**config.mk**
```make
export PLATFORM = sky130hd
export DESIGN_NAME = bp_update_scheduler
export DESIGN_NICKNAME = d
export VERILOG_FILES = /design/src/rtl/bp_update_scheduler.sv
export SDC_FILE = /design/constraint.sdc
export NUM_CORES = 1
export LEC_CHECK = 0
export ABC_AREA = 0
export ABC_CLOCK_PERIOD_IN_PS = 4340
export CAP_MARGIN = 15
export CORE_ASPECT_RATIO = 0.5
export CORE_MARGIN = 2
export CORE_UTILIZATION = 55
export DETAILED_ROUTE_END_ITERATION = 10
export PLACE_DENSITY = 0.91
export SYNTH_ARGS = -nofsm -noshare
export SYNTH_HDL_FRONTEND = slang
export SYNTH_SLANG_ARGS = --single-unit
export TNS_END_PERCENT = 100
```
**constraint.sdc**
```tcl
create_clock -name clk -period 4.34 [get_ports clk]
set_input_delay 0.868 -clock clk [delete_from_list [all_inputs] [get_ports clk]]
set_output_delay 0.868 -clock clk [all_outputs]
set_load 0.02 [all_outputs]
```
**src/rtl/bp_update_scheduler.sv**
```systemverilog
// bp_update_scheduler: serialises PHT init walks and buffered EX updates onto the single PHT write port
module bp_update_scheduler #(
  parameter int IDX_WIDTH = 5,
  parameter int DEPTH = 4
) (
  input  logic                         clk,
  input  logic                         rst,
  input  logic                         upd_valid,
  input  logic [IDX_WIDTH-1:0]         upd_idx,
  input  logic                         upd_taken,
  output logic                         upd_ready,
  input  logic                         rd_active,
  input  logic                         clear,
  output logic                         tbl_we,
  output logic [IDX_WIDTH-1:0]         tbl_idx,
  output logic                         tbl_taken,
  output logic                         tbl_init,
  output logic                         init_busy,
  output logic [$clog2(DEPTH+1)-1:0]   pending,
  output logic [15:0]                  drop_count
);
  localparam int PW = $clog2(DEPTH);
  localparam int CW = $clog2(DEPTH+1);
  typedef enum logic {INIT, RUN} state_t;
  state_t state_q, state_d;
  logic [IDX_WIDTH-1:0] init_idx_q, init_idx_d;
  logic [IDX_WIDTH:0] mem_q [DEPTH];
  logic [PW-1:0] head_q, head_d, tail_q, tail_d;
  logic [CW-1:0] count_q, count_d;
  logic [15:0] drop_q, drop_d;
  logic run, full, empty, push, pop, drop;
  logic [IDX_WIDTH:0] head_e;
  function automatic logic [PW-1:0] nxt(input logic [PW-1:0] p);
    return (p == PW'(DEPTH-1)) ? '0 : p + PW'(1);
  endfunction
  assign run = (state_q == RUN);
  assign full = (count_q == CW'(DEPTH));
  assign empty = (count_q == '0);
  assign upd_ready = run && !full;
  assign push = upd_valid && upd_ready && !clear;
  assign pop = run && !empty && !rd_active && !clear;
  assign drop = upd_valid && !upd_ready && !clear;
  assign head_e = empty ? '0 : mem_q[head_q];
  assign init_busy = !run;
  assign tbl_init = !run;
  assign tbl_we = !run || pop;
  assign tbl_idx = run ? head_e[IDX_WIDTH:1] : init_idx_q;
  assign tbl_taken = run && head_e[0];
  assign pending = count_q;
  assign drop_count = drop_q;
  always_comb begin
    state_d = clear ? INIT : (!run && &init_idx_q) ? RUN : state_q;
    init_idx_d = (clear || run) ? '0 : init_idx_q + 1'b1;
    head_d = clear ? '0 : pop ? nxt(head_q) : head_q;
    tail_d = clear ? '0 : push ? nxt(tail_q) : tail_q;
    count_d = clear ? '0 : count_q + CW'(push) - CW'(pop);
    drop_d = (drop && !(&drop_q)) ? drop_q + 16'd1 : drop_q;
  end
  always_ff @(posedge clk) begin
    if (rst) begin
      state_q <= INIT;
      init_idx_q <= '0;
      head_q <= '0;
      tail_q <= '0;
      count_q <= '0;
      drop_q <= '0;
    end else begin
      state_q <= state_d;
      init_idx_q <= init_idx_d;
      head_q <= head_d;
      tail_q <= tail_d;
      count_q <= count_d;
      drop_q <= drop_d;
    end
  end
  always_ff @(posedge clk) begin
    if (push) mem_q[tail_q] <= {upd_idx, upd_taken};
  end
endmodule

```
==> results.txt, run 1 <==
core area = 4488 sq um
initial antenna violation count = 0
worst-margin pin slew = 1.072 ns
worst hold path cell count = 1
CP Cell Sequence = clkdlybuf4s50_1 -> or3_1 -> nand2_1 -> clkdlybuf4s50_1
reg2reg setup slack = 1.78 ns
Final period util = 77.47%
# nets final = 284
cell repeated most along the worst path = clkdlybuf4s50_1
crit-path max FO = 6
Final Hold Fails = 0
Die Y = 52.78 um
first-pass GRT wire length = 8183 um
synthesized area = 2618 sq um
Max-slew headroom = 27.95%
ratio of cells with drive above 1 in the final layout = 12.50%
dpl ws = 0.8566 ns
Hold Crit Class = reg2reg
switching power total = 0.0002059 W
Port Buffers = 39
die width = 101.6 um
LEAKAGE = 1.042 nW
post-synthesis sequential area ratio = 51.24%
Worst Path Required = 3.47 ns
Pins Over Slew Limit = 0
CTS tree = built
Longest Clk Path Bufs = 2
IR drop worst, VDD = 0.2540 mV
slowest stage delay, CP = 0.60 ns
RSZ-0062 raised after global routing = no
Num CTS Buffers = 5
total wire length = 5167 um
drt drc = 0
area growth from synthesis to layout = 19.22%
H-Tree Depth = 2
fmax = 297.4 MHz
crit end category = output port
Worst-path clk slew = 0.11 ns
Power, Total = 0.0008847 W
PwrDens = 283.5 nW/um^2
Hold Slack = 0.5062 ns
I/O Pins = 40
via count = 1910
hpwl dp = 3677 um
final non-filler cell total = 330
WP depth = 4
# resized after CTS = 0
Reg2Reg Depth = 9
WL/cell = 15.66 um
Starting Density = 58.32%
largest net degree at the start of global routing = 21
initial DRC count = 62
Pint = 0.0006788 W
DR vias/cell = 5.788
crit-path leading delay family = buffers and inverters
CTS Hold Buffers Added = 0
ys flop type = dfxtp_1
part of the power in registers = 61.3%
routability cong. = 0.7685
CTS Sinks = 55
Total GRT Usage = 20.44%
critical path type = in2out
n_diodes = 0
# setup viols final = 0
Worst setup endpoint = tbl_we
global route overflow = 0
start point of the critical path = clear
arrival time worst endpoint = 2.49 ns
Placed Cells = 322
clk_skew = 0.009552 ns
syn_area_per_cell = 11.63 sq um
Startpoint Class = input pin
first-pass iteration count of the detailed router = 4
status = completed
setup TNS = 0 ns
Sw Ratio = 23.28%
Reg2Reg Capture Point = pending[2]$_SDFF_PP0_
die area = 5360 sq um
Row Count = 17
EDFF count, synth = 24
root buffer cell = clkbuf_8
combinational share of power = 3.6%
asr flop ratio synth = 0%
Period minus WS final = 3.362 ns
warning count from the yosys run = 0
clk_lat worst skew = 0.32 ns
max-capacitance violation count = 0
Final Worst Setup Slack = 0.9776 ns
synth unique cells = 52
vias in the first global route = 1845
Buf/Inv on CP = 2
FF-to-FF Start = run$_SDFFE_PP0P_
antenna-violating nets left = 0
Post-Syn Nets = 246
synthesized flop and latch total = 55
Slowest-stage cell, CP = clkdlybuf4s50_1
Post-CTS Setup Inserts = 0
clock network fraction of total power = 35.1%
Mapped Cells = 225
layout make-up:
class	count	area, sq um
clock inverter	3	31.28
fill	309	1368
clock buffer	5	68.82
sequential	55	1341
multi-input combinational	145	1142
timing repair buffer	39	390.4
inverter	17	63.81
tap	66	82.58
how the worst min path moves through the flow:
stage | start | end
floorplan | init_idx_q[0]$_SDFF_PP0_ | init_idx_q[0]$_SDFF_PP0_
global placement | init_idx_q[0]$_SDFF_PP0_ | init_idx_q[0]$_SDFF_PP0_
CTS | init_idx_q[0]$_SDFF_PP0_ | init_idx_q[0]$_SDFF_PP0_
global route | init_idx_q[0]$_SDFF_PP0_ | init_idx_q[0]$_SDFF_PP0_
detailed placement | init_idx_q[0]$_SDFF_PP0_ | init_idx_q[0]$_SDFF_PP0_
finish | init_idx_q[0]$_SDFF_PP0_ | init_idx_q[0]$_SDFF_PP0_
state kept, by name (all words and copies together) (netlist names), named ones only:
register    flops
drop_count     16
run             1
mem_q          24
init_idx_q      5
tail_q          2
head_q          2
pending         3
routing by layer:
layer  up-vias  global-route usage, %  part of all wire (%)
met1       928                  22.32                    42
li1        911                      -                     -
met4         0                  9.459                   2.6
met5         -                      0                     0
met3        16                  5.067                   4.6
met2        55                  38.05                    51
through the flow:
stage               cell area (sq um)  utilization [%]
global route                     3120            69.53
finish                           3120            69.53
CTS                              3120            69.53
global placement                 3020            67.30
detailed placement               3020            67.30
floorplan                        2618                -
cells by family (layout without fill, tap and decap cells):
group                      count (synthesis)  count (layout)  share of synthesized area (%)
DFF                                       55              55                          51.24
xor gates and xnor gates                   4               4                          1.338
buffers and inverters                     25              64                          5.115
muxes                                     11              11                          7.170
adders and majority gates                 10              10                          5.067
and+or+nand+nor                           81              81                          18.74
AOI/OAI and AO/OA                         39              39                          11.33
layout by cell type (no fill, tap or decap), types with 3 or more instances in the layout:
cell type / count
and3_1: 3
nand3_1: 4
edfxtp_1: 24
a21oi_1: 12
nor2_1: 20
ha_1: 9
mux2i_1: 3
o2bb2ai_1: 4
nand4_1: 5
and2_1: 5
clkbuf_8: 5
mux4_2: 6
dfxtp_1: 31
inv_1: 16
xnor2_1: 4
nand2_1: 11
clkdlybuf4s50_1: 39
o31ai_1: 8
o21a_1: 3
nor2b_1: 3
or4_1: 8
nor4_1: 3
or3_1: 4
cells in the mapped netlist (4+ instances only):
library cell / instances / area (sq um)
nor2_1: 20 / 75.07
and2_1: 5 / 31.28
dfxtp_1: 31 / 620.6
a21oi_1: 12 / 60.06
nand3_1: 4 / 20.02
edfxtp_1: 24 / 720.7
or3_1: 4 / 25.02
nand4_1: 5 / 31.28
xnor2_1: 4 / 35.03
mux4_2: 6 / 135.1
or4_1: 8 / 60.06
ha_1: 9 / 112.6
o2bb2ai_1: 4 / 35.03
o31ai_1: 8 / 60.06
inv_1: 16 / 60.06
nand2_1: 11 / 41.29
power groups by stage:
stage / Combinational, W / Clock, W / Sequential [W]
2_1_floorplan: 0.0000156 / 0 / 0.000555
3_3_place_gp: 0.0000297 / 0 / 0.000554
3_5_place_dp: 0.0000316 / 0 / 0.000554
4_1_cts: 0.0000318 / 0.000313 / 0.000542
5_1_grt: 0.0000342 / 0.000333 / 0.000543
6_report: 0.0000317 / 0.000311 / 0.000543
(Power assumes the default switching activity.)
==> inputs of run 2 (changes only) <==
- ABC_CLOCK_PERIOD_IN_PS: 4340 -> 2750
- CORE_UTILIZATION: 55 -> 48
- PLACE_DENSITY: 0.91 -> 0.85
- clock period: 4.34 -> 2.75 ns (I/O delays scaled with it)
==> run 2 against run 1 <==
Clock skew down 0.0060 ns. Setup slack worse by 0.90 ns. Worst hold slack got worse by 0.021 ns. Non-clock buffer count grew 4. Sequential cell count unchanged. Design area is 1.2% higher. Register-to-register slack worse by 1.4 ns. Clock power is 45% higher. Sequential power increased by 58%. Sequential share of layout area decreased by 0.38 points. Critical path depth is the same. Largest power group unchanged.
==> results.txt, run 2 (same netlist as run 1, synthesis figures left out) <==
Max-slew headroom = 53.25% (+25 points)
ratio of cells with drive above 1 in the final layout = 15.30% (+2.8 points)
worst-margin pin slew = 0.6990 ns (-0.3728 ns)
hold path start = init_idx_q[0]$_SDFF_PP0_
Hold Crit Class = reg2reg
WP depth = 4 (unchanged)
Final Hold Fails = 0 (unchanged)
cell repeated most along the worst path = clkdlybuf4s50_1
area growth from synthesis to layout = 20.60%
FF-to-FF Start = pending[2]$_SDFF_PP0_
Longest Clk Path Bufs = 2 (unchanged)
I/O Pins = 40 (unchanged)
via count = 1884 (-1.4%)
routability cong. = 0.8268 (+7.6%)
CTS Hold Buffers Added = 0 (unchanged)
worst hold path cell count = 1 (unchanged)
root buffer cell = clkbuf_8
LEAKAGE = 1.059 nW (+1.7%)
antenna-violating nets left = 0 (unchanged)
initial DRC count = 86 (+39%)
slowest stage delay, CP = 0.60 ns (about the same)
crit-path max FO = 6 (unchanged)
Filler Cell Count = 406 (+31%)
hold path endpoint = init_idx_q[0]$_SDFF_PP0_
dpl ws = -0.03926 ns (-0.8959 ns)
IR drop worst, VDD = 0.2133 mV (-16%)
part of the power in registers = 63.1% (+1.8 points)
arrival time worst endpoint = 2.12 ns (-0.37 ns)
Port Buffers = 39 (unchanged)
clk_skew = 0.003586 ns (-0.005965 ns)
# setup viols final = 0 (unchanged)
first-pass GRT wire length = 8480 um (+3.6%)
Row Count = 18 (+1)
clock network fraction of total power = 33.1% (-2.0 points)
global route overflow = 0 (unchanged)
status = completed
Starting Density = 51.43% (-6.9 points)
Num CTS Buffers = 5 (unchanged)
largest register by flop count = mem_q
Pins Over Slew Limit = 0 (unchanged)
# nets final = 288 (+1.4%)
total wire length = 5136 um (-0.60%)
Multi-input gate area = 1147 sq um (+0.44%)
Final period util = 97.01%
reg2reg setup slack = 0.41 ns (-1.37 ns)
Reg2Reg Depth = 10 (+1)
Die Y = 56.22 um (+6.5%)
most frequent cells in the layout = 39 x clkdlybuf4s50_1, 28 x dfxtp_1, 24 x edfxtp_1
Pint = 0.001062 W (+56%)
Startpoint Class = input pin
combinational share of power = 3.8% (+0.2 points)
commonest non-fill, non-tap cell in the layout = clkdlybuf4s50_1
RSZ-0062 raised after global routing = no
critical path type = in2out
Period minus WS final = 2.668 ns
CTS Sinks = 55 (unchanged)
Post-CTS Setup Inserts = 0 (unchanged)
n_diodes = 0 (unchanged)
Register Area = 1345 sq um (+0.28%)
die area = 6096 sq um (+14%)
Reg2Reg Capture Point = pending[2]$_SDFF_PP0_
switching power total = 0.0002947 W (+43%)
Worst-path clk slew = 0.10 ns (about the same)
CTS tree = built
initial antenna violation count = 0 (unchanged)
max-capacitance violation count = 0 (unchanged)
Sw Ratio = 21.72% (-1.6 points)
first-pass iteration count of the detailed router = 4 (unchanged)
clk_lat worst skew = 0.30 ns (-0.02 ns)
largest net degree at the start of global routing = 20 (-4.8%)
Total GRT Usage = 17.68% (-2.8 points)
Hold Slack = 0.4852 ns (-0.02103 ns)
start point of the critical path = clear
fmax = 374.9 MHz
Final Worst Setup Slack = 0.08231 ns (-0.8953 ns)
drt drc = 0 (unchanged)
crit end category = output port
hpwl dp = 3667 um (-0.26%)
DR vias/cell = 5.574 (-3.7%)
Worst Path Required = 2.20 ns (-1.27 ns)
PwrDens = 429.7 nW/um^2 (+52%)
WL/cell = 15.20 um (-3.0%)
crit-path leading delay family = buffers and inverters
Slowest-stage cell, CP = clkdlybuf4s50_1
max reg flops = 24 (unchanged)
core area = 5090 sq um (+13%)
Buf/Inv on CP = 2 (unchanged)
H-Tree Depth = 2 (unchanged)
die width = 108.4 um (+6.8%)
vias in the first global route = 1907 (+3.4%)
CP Cell Sequence = clkdlybuf4s50_1 -> or3_4 -> nand2_1 -> clkdlybuf4s50_1
run 2: how the worst max path moves through the flow:
stage	endpoint	slack, ns
global route	tbl_we	0.03
finish	tbl_we	0.08
floorplan	pending[2]$_SDFF_PP0_	0.32
global placement	tbl_we	0.08
CTS	tbl_we	0.01
detailed placement	pending[2]$_SDFF_PP0_	-0.04
run 2: final cells by class:
| class | count | area share [%] |
|---|---|---|
| Sequential cell | 55 | 42.61 |
| Clock inverter | 3 | 0.7531 |
| Inverter | 17 | 2.021 |
| Timing Repair Buffer | 43 | 13.32 |
| Multi-Input combinational cell | 145 | 36.35 |
| Clock buffer | 5 | 2.180 |
| Tap cell | 70 | 2.774 |
run 2: what timing repair did:
item | CTS | global route
endpoints found under the hold margin | 0 | 0
endpoints found under the setup margin | 0 | 5
gates resized for setup | 0 | 4
run 2: stage by stage:
stage	power (W)	utilization [%]	TNS [ns]	area [sq um]	std cells
final	0.001357	62.02	0	3157	338
after floorplan	0.0009009	-	0	2618	225
after detailed placement	0.0009252	60.03	-0.03926	3055	330
after CTS	0.001365	61.85	0	3148	338
after global routing	0.001403	62.02	0	3157	338
after global placement	0.0009228	60.03	0	3055	330
run 2: power groups by stage:
stage | clock [W] | sequential [W] | combinational [W]
after floorplan | 0 | 0.000876 | 0.0000247
after global placement | 0 | 0.000875 | 0.0000483
after detailed placement | 0 | 0.000875 | 0.0000503
after CTS | 0.000458 | 0.000856 | 0.0000506
after global routing | 0.000491 | 0.000857 | 0.0000555
final | 0.000450 | 0.000856 | 0.0000509
run 2: per-layer routing:
layer | track usage, % | wire [um]
met4 | 4.212 | 27
met5 | 0 | 0
met1 | 19.96 | 2141
met2 | 33.39 | 2762
met3 | 4.450 | 205
